## src/rtl/write_through_buffer.sv

```systemverilog
// Posted-write buffer between cache controller and DRAM, with store-to-load forwarding for fills.
// Latency: forward hit 1 cycle after lookup; fill = DRAM latency + 1; drain one entry per DRAM handshake.
// Backpressure: wr_ready drops while full (registered count); DRAM held via dram_req until dram_ready.
module write_through_buffer #(
    parameter int DEPTH      = 4,
    parameter int ADDR_WIDTH = 32,
    parameter int DATA_WIDTH = 32
) (
    input  logic                    clk,
    input  logic                    rst,
    input  logic                    wr_valid,
    input  logic [ADDR_WIDTH-1:0]   wr_addr,
    input  logic [DATA_WIDTH-1:0]   wr_data,
    output logic                    wr_ready,
    input  logic                    rd_req,
    input  logic [ADDR_WIDTH-1:0]   rd_addr,
    output logic                    rd_done,
    output logic [DATA_WIDTH-1:0]   rd_data,
    output logic                    dram_req,
    output logic                    dram_we,
    output logic [ADDR_WIDTH-1:0]   dram_addr,
    output logic [DATA_WIDTH-1:0]   dram_wdata,
    input  logic                    dram_ready,
    input  logic [DATA_WIDTH-1:0]   dram_rdata,
    output logic [$clog2(DEPTH):0]  count,
    output logic                    empty
);

    localparam int PW = $clog2(DEPTH);
    localparam int CW = PW + 1;

    typedef struct packed {
        logic [ADDR_WIDTH-1:0] addr;
        logic [DATA_WIDTH-1:0] data;
    } entry_t;

    typedef enum logic [1:0] {IDLE, DRAIN, FILL, FWD} state_t;

    state_t                state_q, state_d;
    entry_t                mem [DEPTH];
    logic [PW-1:0]         head_q, tail_q;
    logic [CW-1:0]         count_q;
    logic                  push, pop;
    logic                  fwd_hit;
    logic [DATA_WIDTH-1:0] fwd_data;

    assign wr_ready = (count_q != CW'(DEPTH));
    assign empty    = (count_q == '0);
    assign count    = count_q;
    assign push     = wr_valid && wr_ready;
    assign pop      = (state_q == DRAIN) && dram_ready;

    // Scan oldest to youngest so the last match wins; the in-flight push is youngest of all.
    always_comb begin
        fwd_hit  = 1'b0;
        fwd_data = '0;
        for (int i = 0; i < DEPTH; i++) begin
            if (CW'(i) < count_q &&
                mem[head_q + PW'(i)].addr[ADDR_WIDTH-1:2] == rd_addr[ADDR_WIDTH-1:2]) begin
                fwd_hit  = 1'b1;
                fwd_data = mem[head_q + PW'(i)].data;
            end
        end
        if (push && wr_addr[ADDR_WIDTH-1:2] == rd_addr[ADDR_WIDTH-1:2]) begin
            fwd_hit  = 1'b1;
            fwd_data = wr_data;
        end
    end

    always_comb begin
        state_d = state_q;
        rd_done = 1'b0;
        case (state_q)
            IDLE: begin
                if (rd_req)
                    state_d = fwd_hit ? FWD : FILL;
                else if (!empty)
                    state_d = DRAIN;
            end
            DRAIN: if (dram_ready) state_d = IDLE;
            FILL:  if (dram_ready) state_d = FWD;
            FWD: begin
                rd_done = 1'b1;
                state_d = IDLE;
            end
            default: state_d = IDLE;
        endcase
    end

    always_ff @(posedge clk) begin
        if (push)
            mem[tail_q] <= '{addr: wr_addr, data: wr_data};
    end

    always_ff @(posedge clk or posedge rst) begin
        if (rst) begin
            state_q    <= IDLE;
            head_q     <= '0;
            tail_q     <= '0;
            count_q    <= '0;
            rd_data    <= '0;
            dram_req   <= 1'b0;
            dram_we    <= 1'b0;
            dram_addr  <= '0;
            dram_wdata <= '0;
        end else begin
            state_q <= state_d;
            if (push)
                tail_q <= tail_q + 1'b1;
            if (pop)
                head_q <= head_q + 1'b1;
            if (push && !pop)
                count_q <= count_q + 1'b1;
            else if (pop && !push)
                count_q <= count_q - 1'b1;

            // DRAM request registers load only from IDLE, so dram_req always drops for a cycle.
            case (state_q)
                IDLE: begin
                    if (rd_req) begin
                        if (fwd_hit) begin
                            rd_data <= fwd_data;
                        end else begin
                            dram_req  <= 1'b1;
                            dram_we   <= 1'b0;
                            dram_addr <= rd_addr;
                        end
                    end else if (!empty) begin
                        dram_req   <= 1'b1;
                        dram_we    <= 1'b1;
                        dram_addr  <= mem[head_q].addr;
                        dram_wdata <= mem[head_q].data;
                    end
                end
                DRAIN: if (dram_ready) dram_req <= 1'b0;
                FILL: begin
                    if (dram_ready) begin
                        dram_req <= 1'b0;
                        rd_data  <= dram_rdata;
                    end
                end
                default: ;
            endcase
        end
    end

endmodule

```

## config.mk

```make
export PLATFORM = sky130hd
export DESIGN_NAME = write_through_buffer
export DESIGN_NICKNAME = d
export VERILOG_FILES = /design/src/rtl/write_through_buffer.sv
export SDC_FILE = /design/constraint.sdc
export NUM_CORES = 1
export LEC_CHECK = 0
export BUFFER_PORTS_ARGS = -buffer_cell sky130_fd_sc_hd__buf_2
export CORE_UTILIZATION = 45
export CTS_BUF_LIST = sky130_fd_sc_hd__clkbuf_8
export DETAILED_ROUTE_END_ITERATION = 8
export MAX_ROUTING_LAYER = met4
export PLACE_DENSITY = 0.63
export SLEW_MARGIN = 10
export SYNTH_ARGS = -nofsm -noshare
export SYNTH_HDL_FRONTEND = slang
export SYNTH_SLANG_ARGS = --single-unit
```

## constraint.sdc

```tcl
create_clock -name clk -period 8.8 [get_ports clk]
set_clock_uncertainty 0.05 [all_clocks]
set_input_delay 2.2 -clock clk [delete_from_list [all_inputs] [get_ports clk]]
set_output_delay 2.2 -clock clk [all_outputs]
set_load 0.05 [all_outputs]
```

# Word-level counts from Yosys, hierarchy flattened
# Memory sizes are Yosys's and may differ from the RTL's.
# Cells that the tools add are included.
[classes]
div = 0
n_eq_ne = 18
shifts = 0
bitwise_logic = 2
n_addsub = 6
multipliers = 0
magnitude_cmp = 4
n_reduce_logical = 22
n_mux = 35
[op_table]
columns = ["cell", "count"]
rows = [
  ["$mux 32", 11],
  ["$eq 30x30->1", 5],
  ["$pmux 32 s2", 1],
  ["$mux 1", 15],
  ["$ne 2x2->1 const B", 6],
  ["$logic_and 1x1->1", 9],
  ["$ne 3x3->1 const B", 3],
  ["$reduce_and 3->1", 3],
  ["$mux 2", 4],
  ["$pmux 2 s4", 1],
  ["$reduce_and 4->1", 2],
  ["$lt 1x3->1 const A", 2],
  ["$lt 2x3->1 const A", 2],
  ["$mux 3", 2],
  ["$reduce_bool 2->1", 3],
  ["$add 2x1->2 const B", 2],
  ["$add 2x2->2 const B", 2],
  ["$eq 2x2->1 const B", 2],
  ["$add 3x1->3 const B", 1],
  ["$logic_not 3->1", 1],
  ["$sub 3x1->3 const B", 1],
  ["$eq 2x1->1 const B", 1],
  ["$logic_not 1->1", 2],
  ["$logic_not 2->1", 1],
  ["4 further kinds", 5],
]
[word_totals]
mem_bits_ro = 0
regBits = 107
ram_bits = 256
mem_count = 1
latch_bits = 0
[memory_table]
columns = ["memory", "words", "width", "read_ports", "rd_ports_with_merged_regs", "write_ports", "line", "rtl"]
rows = [
  ["mem", 4, 64, 4, 0, 1, "40", "entry_t mem [DEPTH];"],
]

# Depth between registers and ports, before layout
# An unclocked memory read counts as a cell.
[depth]
ltp_word = 11
mapped_depth = 16

# Worst setup path after synthesis
# Ideal clock, no wire load.
[synth_path]
path_type = "input to register"
startpoint = "input port rd_addr[25]"
endpoint = "register rd_data[10]"
path_buffers = 3
path_stages = 11
setup_slack_ns = 3.873
arrival_ns = 4.752
t_required_ns = 8.625
path_cell_list = "clkbuf_1 -> xnor2_1 -> nand4_1 -> or4_1 -> nor4_1 -> clkbuf_1 -> buf_1 -> o41ai_1 -> mux2_1 -> a21oi_1 -> mux2i_1"
[synth_between]
elab_chain_len = 10
[synth_lines]
columns = ["item", "line", "rtl"]
rows = [
  ["start: declaration", "16", "input logic [ADDR_WIDTH-1:0] rd_addr,"],
  ["$eq 30x30->1", "59", "mem[head_q + PW'(i)].addr[ADDR_WIDTH-1:2] == rd_addr[ADDR_WIDTH-1:2]) begin"],
  ["$logic_and 1x1->1", "58", "if (CW'(i) < count_q &&"],
  ["$mux 32 (4 in a row)", "58", ""],
  ["$mux 32", "64", "if (push && wr_addr[ADDR_WIDTH-1:2] == rd_addr[ADDR_WIDTH-1:2]) begin"],
  ["$mux 32", "121", "if (fwd_hit) begin"],
  ["$mux 32", "120", "if (rd_req) begin"],
  ["$pmux 32 s2", "118", "case (state_q)"],
  ["end signal: assignment", "122", "rd_data <= fwd_data;"],
  ["end signal: assignment", "139", "rd_data <= dram_rdata;"],
  ["end: declaration", "18", "output logic [DATA_WIDTH-1:0] rd_data,"],
]
# Parallel ways exist; a longest one is shown, timed or not. The select of a mux whose other input is x is not followed.
# A chain may end at the register's enable or synchronous reset.

# Worst setup path after layout
[layout_path]
startpoint = "register head_q[1]"
endpoint = "register rd_data[13]"
[layout_between]
elab_chain_len = 11
[layout_lines]
columns = ["item", "line", "rtl"]
rows = [
  ["start: declaration", "41", "logic [PW-1:0] head_q, tail_q;"],
  ["start signal: assignment", "111", "head_q <= head_q + 1'b1;"],
  ["$add 2x1->2 / $mem_v2 4x64 (equally long branches)", "--", ""],
  ["$mem_v2 4x64 (*)", "--", ""],
  ["$eq 30x30->1 / $logic_and 1x1->1 (equally long branches)", "59, 58", ""],
  ["$logic_and 1x1->1 / $mux 32 (equally long branches)", "58", ""],
  ["$mux 32 (3 in a row)", "58", ""],
  ["$mux 32", "64", ""],
  ["$mux 32", "121", ""],
  ["$mux 32", "120", ""],
  ["$pmux 32 s2", "118", ""],
]
# Every way passes the cells marked *; elsewhere a longest branch is shown, timed or not. The select of a mux whose other input is x is not followed.

==> run metrics <==
final hold violations 0; critical path type reg2reg; I/O pins 237; remaining design rule violation count 0; fraction of final layout cells sized beyond drive strength 1 23.6%; remaining global-route overflow 0; final net count 2242; Root Buffer sky130_fd_sc_hd__clkbuf_8; pin count of the biggest net entering global routing roughly 110; detail-routed via count per cell 6.05; Relative slew margins 29.8%; highest-delay cell along the critical path sky130_fd_sc_hd__o211ai_1; HPWL Detailed 48800 µm; critical path cell sequence buf_4 -> mux2i_1 -> xnor2_1 -> or3_1 -> nor4_1 -> o2111ai_4 -> buf_4 -> o211ai_1 -> buf_4 -> a21oi_1 -> a21oi_1 -> mux2i_1; top library cells by usage in the layout, fill and taps aside sky130_fd_sc_hd__edfxtp_1, sky130_fd_sc_hd__buf_2, sky130_fd_sc_hd__mux2i_1; standard cell core area 0.0477 mm²; largest area contributor in the netlist sky130_fd_sc_hd__edfxtp_1; path category of the worst min-delay check reg2reg; Clock Pin Slew Worst Setup and Hold Paths 60 ps; unrepaired setup endpoints after global routing no; Yosys warnings 0; Max stage delay on crit path between 900 and 1000 ps; Tot GR Track Use 29.9%; Starting Density 45.7%; area of the die 0.0494 mm²; number of DRC violations after detailed-routing iteration 0 1261; top_reg_cell synth sky130_fd_sc_hd__edfxtp_1; wire per inst 25.9 µm; Max-cap violations 0; number of input and output port buffers inserted 236; most common cell after layout, fill and taps aside sky130_fd_sc_hd__edfxtp_1; area overhead of the layout relative to synthesis 12.7%; Vert. Die Dim 222 µm; count of instances resized after the clock tree is built 0; FF+latch area 0.0104 mm²; Net Count, Synth 2068; Pwr Total 9.21 mW; period utilization 63.9%; unique cell type count in the Yosys netlist 75; CTS tree built; flop and latch count out of synthesis 363; actual slew at the worst max-slew pin 1050 ps; most used cell along the critical path sky130_fd_sc_hd__buf_4; Fmax 178 MHz; total number of placement rows 80; minimum clock period 5620 ps; first-pass GRT wire length 106000 µm; WL final 71800 µm; area share of the leading cell type in the synthesized netlist a little over a third; leading post-synthesis cells by cell area sky130_fd_sc_hd__edfxtp_1, sky130_fd_sc_hd__dfrtp_1, sky130_fd_sc_hd__mux2i_1; number of filler instances in the final layout 4279; required time of the critical path around 9300 ps; number of levels the H-tree was split into 3; clock sink total about 360; status finished, final reports clean; fraction of the yosys area taken by sequential cells 47.5%; Die Width roughly 220 µm; final antenna-violating net count 0; buffers inserted during post-CTS setup optimization 0; final setup violation count 0; number of enable-type register cells in the synthesized netlist ~260; category of the worst setup path capture point register; proportion of register bits with asynchronous set or reset after synthesis around 29%; RePlAce Congestion 0.975; via count 16800; maximum count of clock buffers along a single path 3; number of detailed-routing iterations run before antenna repair 6; IR Drop Worst-Case VDD 245 µV; Syn Area/Cell 11.3 µm²; power per unit of standard cell area 375 mW/mm²; CP Buf/Inv Count 3; post-synthesis instance area 0.0218 mm²; number of buffers created by CTS 66; peak fanout along the critical path 47; antenna violations before repair 10; number of hold-repair buffers added at the cts stage 0; cell type group with the largest total delay on the critical path buffers and inverters; clk_lat worst skew 650 ps; number of standard cells after synthesis 1922; vias in the first global route 16600; leakage power total 9.51 nW; startpoint type of the worst setup path register; count of pins over their slew limit 0; CP arrival 6080 ps; footprint of the multi-input gates about 0.011 mm²; final-layout setup total negative slack 0 ps
==> through the flow <==
stage	hold WS, ps	area [µm²]	std cells	util [%]	setup slack (ps)
after CTS	430	24500	2764	51.4	3240
after floorplan	487	21800	1922	-	3730
after detailed placement	417	23300	2643	48.8	2670
final	421	24600	2775	51.5	3180
after global routing	451	24600	2773	51.5	2870
after global placement	408	23300	2643	48.8	2660
==> synthesized netlist by cell type (5+ instances only) <==
master / n
sky130_fd_sc_hd__nor3_1: 12
sky130_fd_sc_hd__or3_1: 5
sky130_fd_sc_hd__nor4_1: 24
sky130_fd_sc_hd__inv_1: 48
sky130_fd_sc_hd__mux2i_1: 230
sky130_fd_sc_hd__mux2_1: 29
sky130_fd_sc_hd__buf_4: 7
sky130_fd_sc_hd__buf_1: 17
sky130_fd_sc_hd__ha_1: 13
sky130_fd_sc_hd__o41ai_1: 33
sky130_fd_sc_hd__and3_1: 8
sky130_fd_sc_hd__o221a_1: 7
sky130_fd_sc_hd__xor2_1: 38
sky130_fd_sc_hd__buf_6: 9
sky130_fd_sc_hd__o221ai_1: 35
sky130_fd_sc_hd__buf_2: 25
sky130_fd_sc_hd__edfxtp_1: 256
sky130_fd_sc_hd__clkbuf_1: 97
sky130_fd_sc_hd__o2111ai_1: 8
sky130_fd_sc_hd__nand4_1: 25
sky130_fd_sc_hd__nor2_1: 83
sky130_fd_sc_hd__dfrtp_1: 107
sky130_fd_sc_hd__o21a_1: 10
sky130_fd_sc_hd__nor3b_1: 9
sky130_fd_sc_hd__nand2_1: 168
sky130_fd_sc_hd__xnor2_1: 118
sky130_fd_sc_hd__mux4_2: 33
sky130_fd_sc_hd__nand3_1: 6
sky130_fd_sc_hd__mux2_2: 99
sky130_fd_sc_hd__a21oi_1: 147
sky130_fd_sc_hd__a21o_1: 5
sky130_fd_sc_hd__o22ai_1: 7
sky130_fd_sc_hd__o22a_1: 11
sky130_fd_sc_hd__o21ai_0: 111
==> final timing paths <==
path | start | to | slack [ps] | cells after the start
min in group asynchronous | rst | dram_wdata[4] | 1510 | 2
worst max register to register | head_q[1] | rd_data[13] | 3180 | 12
worst min register to register | dram_wdata[3] | dram_wdata[3] | 420 | 2
worst min-delay path | dram_wdata[3] | dram_wdata[3] | 420 | 2
max in group asynchronous | rst | dram_we | 6150 | 3
worst max-delay path | head_q[1] | rd_data[13] | 3180 | 12
==> power by group <==
part	switching [mW]	internal (mW)	leakage [nW]
Sequential	0.351	2.35	3.66
Clock	0.745	0.830	0.739
Combinational	3.28	1.65	5.11
Total	4.38	4.83	9.51
==> registers in the layout (all words and copies together) (netlist names) <==
name,cells
count,3
dram_addr,32
dram_req,1
dram_wdata,32
dram_we,1
head_q,2
mem,256
rd_data,32
state_q,2
tail_q,2
==> layout make-up <==
type | count | area share [%]
clock inverters | 51 | 1.25
multi-input cells | 1350 | 42.9
repair buffers | 265 | 5.69
diodes | 11 | 0.112
flip-flops and latches | 363 | 42.2
clock buffers | 70 | 3.92
well taps | 615 | 3.13
inverters | 50 | 0.774
==> per-layer routing <==
| layer | part of all wire [%] | vias to the layer above | global-route usage (%) |
|---|---|---|---|
| met5 | 0 | - | - |
| met4 | 2.4 | 0 | 8.98 |
| met3 | 7.3 | 130 | 6.03 |
| met2 | 46 | 676 | 45.1 |
| met1 | 44 | 8385 | 40.6 |
| li1 | - | 7590 | - |
==> worst reg2reg max path, stage by stage, from the launching register on <==
cell                        delay (ps)
sky130_fd_sc_hd__dfrtp_4           860
sky130_fd_sc_hd__buf_4             750
sky130_fd_sc_hd__mux2i_1           340
sky130_fd_sc_hd__xnor2_1           180
sky130_fd_sc_hd__or3_1             400
sky130_fd_sc_hd__nor4_1            510
sky130_fd_sc_hd__o2111ai_4         180
sky130_fd_sc_hd__buf_4             330
sky130_fd_sc_hd__o211ai_1          930
sky130_fd_sc_hd__buf_4             540
sky130_fd_sc_hd__a21oi_1           110
sky130_fd_sc_hd__a21oi_1           180
sky130_fd_sc_hd__mux2i_1           100
==> cell families after synthesis <==
| group | share of synthesized area, % |
|---|---|
| DFF | 47.5 |
| and+or+nand+nor | 8.19 |
| buffers and inverters | 4.40 |
| adders and majority gates | 0.746 |
| xor gates and xnor gates | 6.41 |
| AOI/OAI and AO/OA | 12.2 |
| muxes | 20.6 |
Note: power is estimated with default switching activity, not from simulation.
